--- config.mk ---
export PLATFORM = sky130hd
export DESIGN_NAME = div_seq
export DESIGN_NICKNAME = d
export VERILOG_FILES = /design/src/rtl/div_seq.sv
export SDC_FILE = /design/constraint.sdc
export NUM_CORES = 1
export LEC_CHECK = 0
export CAP_MARGIN = 40
export CELL_PAD_IN_SITES_DETAIL_PLACEMENT = 0
export CELL_PAD_IN_SITES_GLOBAL_PLACEMENT = 1
export CORE_MARGIN = 5
export CORE_UTILIZATION = 49
export DETAILED_ROUTE_END_ITERATION = 6
export DONT_BUFFER_PORTS = 1
export HOLD_SLACK_MARGIN = 0.12
export PLACE_DENSITY = 0.87
export SETUP_SLACK_MARGIN = 0.02
export SLEW_MARGIN = 20
export SYNTH_ARGS = -nofsm -noshare
export SYNTH_HDL_FRONTEND = slang
export SYNTH_SLANG_ARGS = --single-unit
--- constraint.sdc ---
create_clock -name clk -period 7.25 [get_ports clk]
set_input_delay 0.725 -clock clk [delete_from_list [all_inputs] [get_ports clk]]
set_output_delay 0.725 -clock clk [all_outputs]
set_load 0.005 [all_outputs]
--- src/rtl/div_seq.sv ---
// div_seq: sequential 32/32 restoring divider (signed/unsigned), 64-bit {rem, quo} result.
// Latency: result_valid 33 cycles after an accepted start (2 cycles for a zero divisor when DIV_ZERO_FAST_EN is defined).
// Backpressure: stall holds the pipeline while busy iterating; start outside IDLE is ignored, cancel aborts to IDLE.
module div_seq (
   input  logic        clk,
   input  logic        resetn,
   input  logic        start,
   input  logic        sign,
   input  logic        cancel,
   input  logic [31:0] a,
   input  logic [31:0] b,
   output logic        stall,
   output logic        busy,
   output logic        result_valid,
   output logic [63:0] result
);

`ifdef DIV_ZERO_FAST_EN
   typedef enum logic [1:0] {S_IDLE = 2'd0, S_ON = 2'd1, S_ZERO = 2'd2, S_END = 2'd3} state_t;
`else
   typedef enum logic [1:0] {S_IDLE = 2'd0, S_ON = 2'd1, S_END = 2'd3} state_t;
`endif

   state_t      r_state;
   state_t      w_next;
   logic [4:0]  r_cnt;
   logic [31:0] r_div;       // |b|
   logic [31:0] r_rem;       // partial remainder
   logic [31:0] r_quo;       // dividend shifting out, quotient shifting in
   logic        r_qneg;
   logic        r_rneg;

   logic        w_accept;
   logic        w_load;
   logic [31:0] w_a_abs;
   logic [31:0] w_b_abs;
   logic [32:0] w_rem_sh;
   logic        w_ge;
   logic [31:0] w_diff;
   logic [31:0] w_rem_nxt;
   logic [31:0] w_quo_nxt;
   logic [31:0] w_rem_fin;
   logic [31:0] w_quo_fin;
   logic [63:0] w_res_nxt;

   assign w_accept = (r_state == S_IDLE) & start & ~cancel;
   assign w_a_abs  = (sign & a[31]) ? (~a + 32'd1) : a;
   assign w_b_abs  = (sign & b[31]) ? (~b + 32'd1) : b;

   // One restoring step: shift in the next dividend bit, subtract if it fits.
   // The 33-bit shifted remainder keeps the compare exact; the difference always fits 32 bits.
   always_comb begin
      w_rem_sh  = {r_rem, r_quo[31]};
      w_ge      = (w_rem_sh >= {1'b0, r_div});
      w_diff    = w_rem_sh[31:0] - r_div;
      w_rem_nxt = w_ge ? w_diff : w_rem_sh[31:0];
      w_quo_nxt = {r_quo[30:0], w_ge};
   end

   // Sign-corrected final value; a zero divisor yields {a, all-ones} because the
   // quotient sign is suppressed at capture and the remainder ends up as |a|.
   always_comb begin
      w_rem_fin = w_rem_nxt;
      w_quo_fin = w_quo_nxt;
`ifdef DIV_ZERO_FAST_EN
      if (r_state == S_ZERO) begin
         w_rem_fin = r_quo;
         w_quo_fin = 32'hFFFF_FFFF;
      end
`endif
      w_res_nxt = {(r_rneg ? (~w_rem_fin + 32'd1) : w_rem_fin),
                   (r_qneg ? (~w_quo_fin + 32'd1) : w_quo_fin)};
   end

   // State register.
   always_ff @(posedge clk or negedge resetn) begin
      if (!resetn) r_state <= S_IDLE;
      else         r_state <= w_next;
   end

   // Next state and control outputs; cancel overrides everything and blocks the result load.
   always_comb begin
      w_next       = r_state;
      stall        = 1'b0;
      busy         = (r_state != S_IDLE);
      result_valid = 1'b0;
      w_load       = 1'b0;
      case (r_state)
         S_IDLE: begin
            if (w_accept) begin
               stall = 1'b1;
`ifdef DIV_ZERO_FAST_EN
               if (b == 32'd0) w_next = S_ZERO;
               else            w_next = S_ON;
`else
               w_next = S_ON;
`endif
            end
         end
         S_ON: begin
            stall = 1'b1;
            if (r_cnt == 5'd31) begin
               w_next = S_END;
               w_load = 1'b1;
            end
         end
`ifdef DIV_ZERO_FAST_EN
         S_ZERO: begin
            stall  = 1'b1;
            w_next = S_END;
            w_load = 1'b1;
         end
`endif
         S_END: begin
            result_valid = ~cancel;
            w_next       = S_IDLE;
         end
         default: w_next = S_IDLE;
      endcase
      if (cancel) begin
         w_next = S_IDLE;
         w_load = 1'b0;
      end
   end

   // Operand capture on accept, one iteration per ON cycle, result load on completion.
   always_ff @(posedge clk or negedge resetn) begin
      if (!resetn) begin
         r_cnt  <= 5'd0;
         r_div  <= 32'd0;
         r_rem  <= 32'd0;
         r_quo  <= 32'd0;
         r_qneg <= 1'b0;
         r_rneg <= 1'b0;
         result <= 64'd0;
      end else begin
         if (w_accept) begin
            r_cnt  <= 5'd0;
            r_div  <= w_b_abs;
            r_rem  <= 32'd0;
            r_quo  <= w_a_abs;
            r_qneg <= sign & (a[31] ^ b[31]) & (b != 32'd0);
            r_rneg <= sign & a[31];
         end else if (r_state == S_ON) begin
            r_cnt <= r_cnt + 5'd1;
            r_rem <= w_rem_nxt;
            r_quo <= w_quo_nxt;
         end
         if (w_load) result <= w_res_nxt;
      end
   end

endmodule

[Word level (Yosys, flattened, before mapping)]
Index checks and enable logic that the tools add are counted.
Cells by class
  add/subtract/negate cells: 6
  $lt $le $gt $ge: 1
  equality and inequality tests: 5
  muxes and demuxes: 21
  bitwise operators: 12
  reduce and logical (&&, ||, !) cells: 5
Operator list (number)
  32-bit two-way mux: 9
  32-bit by 1-bit adder with 32-bit output, second input constant: 4
  32-bit inverter: 4
  33-bit by 32-bit >= comparator with 1-bit output: 1
  32-bit nonzero test: 1
  32-bit subtractor: 1
  5-bit two-way mux: 2
  1-bit bitwise AND: 6
  2-bit two-way mux: 3
  3-bit != test, second input constant: 2
  5-bit by 1-bit adder with 5-bit output, second input constant: 1
  5-bit equality test, second input constant: 1
  1-bit two-way mux: 5
  2-bit case mux with 2 select lines: 1
  2-bit nonzero test: 2
  2-bit by 1-bit equality test with 1-bit output, second input constant: 1
  2-bit equality test, second input constant: 1
  2-bit logical NOT: 1
  1-bit case mux with 2 select lines: 1
  2-bit AND reduction: 1
  1-bit inverter: 1
  1-bit bitwise XOR: 1
Word-level totals
  bits in registers: 169
  bits of input ports: 69
  word-level logic and storage cells: 58

[Logic depth before layout (Yosys ltp)]
  depth after elaboration: 6
  gate-level depth with buffers: 24
  depth with buffers taken out: 19

[Worst setup path after synthesis]
No wires, ideal clock.
  kind: register to register
  start: reg r_rem[12]
  end: reg result[58]
  library setup time: 0.131 ns
  arrival: 4.981 ns
  required time: 7.119 ns
  setup slack: 2.138 ns
  cell stages (with the launch flop): 24
  clock period less this slack: 5.112 ns
  path through: dfrtp_1 ha_1 buf_2 nand4_1 or3_1 or4_4 o211a_4 nand2_4 buf_2 buf_4 buf_2 buf_2 nand2_1 o21ai_0 ha_1 nand2_1 a2111oi_1 nand3_1 nor4_2 a41oi_1 or4_4 o31ai_2 xor2_1 o21ai_1
Between the ends
  longest elaborated chain between the ends: 5
  elaborated cells on any way between the ends: 6
  those cells by class: add/sub: 2; order compare: 1; mux: 2; bitwise: 1
Ends and longest elaborated chain
  start: declaration: RTL line 28  | logic [31:0] r_rem;
  start signal: assignment: RTL line 146  | r_rem <= w_rem_nxt;
  32-bit subtractor or 33-bit by 32-bit >= comparator with 1-bit output (tied branches): RTL line 55, 54
  32-bit two-way mux *: RTL line 56  | w_rem_nxt = w_ge ? w_diff : w_rem_sh[31:0];
  32-bit inverter: RTL line 71  | w_res_nxt = {(r_rneg ? (~w_rem_fin + 32'd1) : w_rem_fin),
  32-bit by 1-bit adder with 32-bit output: RTL line 71
  32-bit two-way mux *: RTL line 71
  end signal: assignment: RTL line 149  | if (w_load) result <= w_res_nxt;
  end: declaration: RTL line 15  | output logic [63:0] result
Mark *: on every way between the ends. The rest lies on a longest branch, timed or not.
A chain may end at the register's enable or synchronous reset.

[Final worst setup path]
  start: reg r_rem[13]
  end: reg result[58]
Same word-level chain as after synthesis.

==> results_dict.tcl <==
set metrics [dict create \
    cts_root_buf "clkbuf_16" \
    crit_path_max_incr_delay_ps 530 \
    synth.top_cell.area_share 0.356 \
    ctsHoldBuffers 1 \
    ant_nets 0 \
    h-tree-depth 4 \
    post_cts_buffers 0 \
    die_w_um 166 \
    synth_warnings 0 \
    nNetsFinal 1469 \
    die-height_um 166 \
    ys_ff_latch 169 \
    cts_tree "built" \
    cp_slowest_cell "ha_1" \
    crit_chain "ha_1, nand4_1, or3_1, or4_4, o211a_4, nand2_4, inv_2, mux2i_1, ha_1, nand2_1, a2111oi_1, nand3_1, nor4_2, a41oi_1, or4_4, o31ai_2, xor2_1, o21ai_1" \
    period_minus_slack_ps 5480 \
    cts_resized 0 \
    powerDensity_nw_per_um2 420 \
    yosys.area.top_type "dfrtp_1" \
    fin_skew_ps 15.2 \
    slew_headroom 0.368 \
    grt_pass1_vias 9239 \
    synth_edf_count 0 \
    portBuffers 0 \
    fin_tns_setup_ps 0 \
    num_antenna_cells 0 \
    syn2layout_area_growth_pct 7.02 \
    via_count 10300 \
    clock_path_buffers 2 \
    yosysSeqAreaShare 0.356 \
    syn_avg_cell_area_sq_um 8.42 \
    finalCritPeriodShare 0.755 \
    clkTransAtPathRegs_ps 70 \
    fill_cells 2330 \
    hold_class "in -> async" \
    tightest_slew_ps 949 \
    start_kind "register" \
    drt-total-wl_mm 33.5 \
    cts.sinks 169 \
    dpl.hpwl_mm 25.1 \
    syn_nets 1517 \
    hold_viol 0 \
    coreArea_sq_um 24100 \
    grt_max_degree 170 \
    final-instance-count-excl-fill 1698 \
    dpl_cell_area_sq_um 12000 \
    drc 0 \
    ys_async_sr_fraction 1.00 \
    viasPerCell 6.06 \
    post-synth-top-count-cell "nand2_1" \
    clock.fmax_mhz 183 \
    clk-insertion-delay-late_ps 440 \
    path_delay_family "simple AND/OR/NAND/NOR gates" \
    finalSetupViolCount 0 \
    drive_gt1_frac 0.0677 \
    ios 136 \
    dp.cells 1662 \
    synth_cells 1409 \
    path_buf_inv 1 \
    cp-end-kind "register" \
    globalRouteOverflowTotal 0 \
    finalMaxSlewViolations 0 \
    synth_area_sq_um 11900 \
    status "complete, no violations" \
    stdcell_area_sq_um 12700 \
    fp.dieArea_sq_um 27400 \
    ys.flop_type "dfrtp_1" \
    grt_first_pass_wirelength_mm 53.7 \
    p_leak_uw 0.00522 \
    rsz0062_at_grt "no" \
    maxCapViolations 0 \
    track_usage 0.240 \
    cts_buffers 17 \
    antenna_found_initial 1 \
    gp_congestion 0.918 \
    synth.area.top_cells "dfrtp_1 36%, o21ai_0 8.9%, nand2_1 6.8%" \
    worstPathMaxFanout 40 \
    worst_ep_arrival_time_ps 5790 \
    wl_per_cell_um 19.8 \
    synth_cell_types 85 \
    required_ps 7560 \
    start_util 0.492 \
    peakVddDrop_v 0.000192 \
    netlist_top_cells_count "214 x nand2_1, 211 x o21ai_0, 169 x dfrtp_1" \
    first_iter_violations 1020 \
    critPathKind "reg -> reg" \
    drtPass1Iterations 5 \
    num_rows 57 \
]
==> worst register-to-register path, delay by kind of cell, from the launching register on <==
| family | cells | cell delay (ps) |
|---|---|---|
| simple gates | 8 | 2530 |
| compound gates | 5 | 1050 |
| fa+ha+maj | 2 | 790 |
| flops | 1 | 470 |
| mux | 1 | 250 |
| xor+xnor | 1 | 170 |
| buf+inv | 1 | 90 |
==> flip-flops by register name (all words and copies together) (netlist names) <==
| register | flops |
|---|---|
| r_qneg | 1 |
| r_div | 32 |
| r_quo | 32 |
| result | 64 |
| r_rneg | 1 |
| r_state | 2 |
| r_rem | 32 |
| r_cnt | 5 |
==> cells by family (layout without fill, tap and decap cells) <==
logic type	count (synthesis)	after routing	share of synthesized area
fa+ha+maj	39	39	0.0417
xor+xnor	142	142	0.105
buf+inv	131	96	0.0474
compound gates	446	446	0.241
flops	169	169	0.356
simple gates	462	462	0.192
mux	20	20	0.0169
==> worst paths after layout <==
path / from / to / slack [ps] / cells after the start
max in group asynchronous: resetn / result[46] / 6230 / 1
worst max register to register: r_rem[13] / result[58] / 1770 / 18
worst max-delay path: r_rem[13] / result[58] / 1770 / 18
worst min register to register: r_div[20] / r_div[20] / 480 / 2
min in group clk: start / r_state[0] / 400 / 1
worst min-delay path: resetn / r_div[1] / 210 / 1
==> metrics by stage <==
stage | util | hold slack, ps | power [uW] | setup slack, ps
3_3_place_gp | 0.498 | 434 | 4290 | 2000
5_1_grt | 0.527 | 314 | 5710 | 1430
4_1_cts | 0.524 | 364 | 5290 | 1810
3_5_place_dp | 0.498 | 433 | 4310 | 1840
2_1_floorplan | - | 429 | 3580 | 2140
6_report | 0.527 | 211 | 5340 | 1770
==> where the power goes <==
| group | switching (uW) | internal [uW] | total [uW] |
|---|---|---|---|
| Clock | 448 | 493 | 941 |
| Sequential | 257 | 1110 | 1370 |
| Combinational | 1930 | 1100 | 3030 |
==> area by class of cell <==
| cell class | instances | area [sq um] | area share |
|---|---|---|---|
| flip-flops and latches | 169 | 4230 | 0.333 |
| clock inverters | 15 | 180 | 0.0142 |
| well taps | 324 | 405 | 0.0319 |
| multi-input cells | 1109 | 7110 | 0.559 |
| inverters | 50 | 188 | 0.0148 |
| clock buffers | 17 | 425 | 0.0335 |
| repair buffers | 14 | 169 | 0.0133 |
==> cells in the final DEF, fill, tap and decap left out, types with 14 or more instances in the layout <==
cell type,instances
nand2_1,214
o21ai_0,211
dfrtp_1,169
xor2_1,79
xnor2_1,63
nor2_1,62
a21oi_1,58
inv_1,49
ha_1,38
nor3_1,34
a22oi_1,31
o31ai_1,23
or3_1,21
mux2i_1,20
nand3_1,19
o41ai_1,17
clkbuf_16,17
nor4_1,14
==> layer usage <==
metal / part of all wire / vias up / GRT usage
met2: 0.38 / 426 / 0.310
met4: 0.014 / 0 / 0.0545
met3: 0.099 / 25 / 0.0479
li1: - / 4987 / -
met5: 0 / - / 0
met1: 0.50 / 4859 / 0.403
Note: power is estimated with default switching activity, not from simulation.
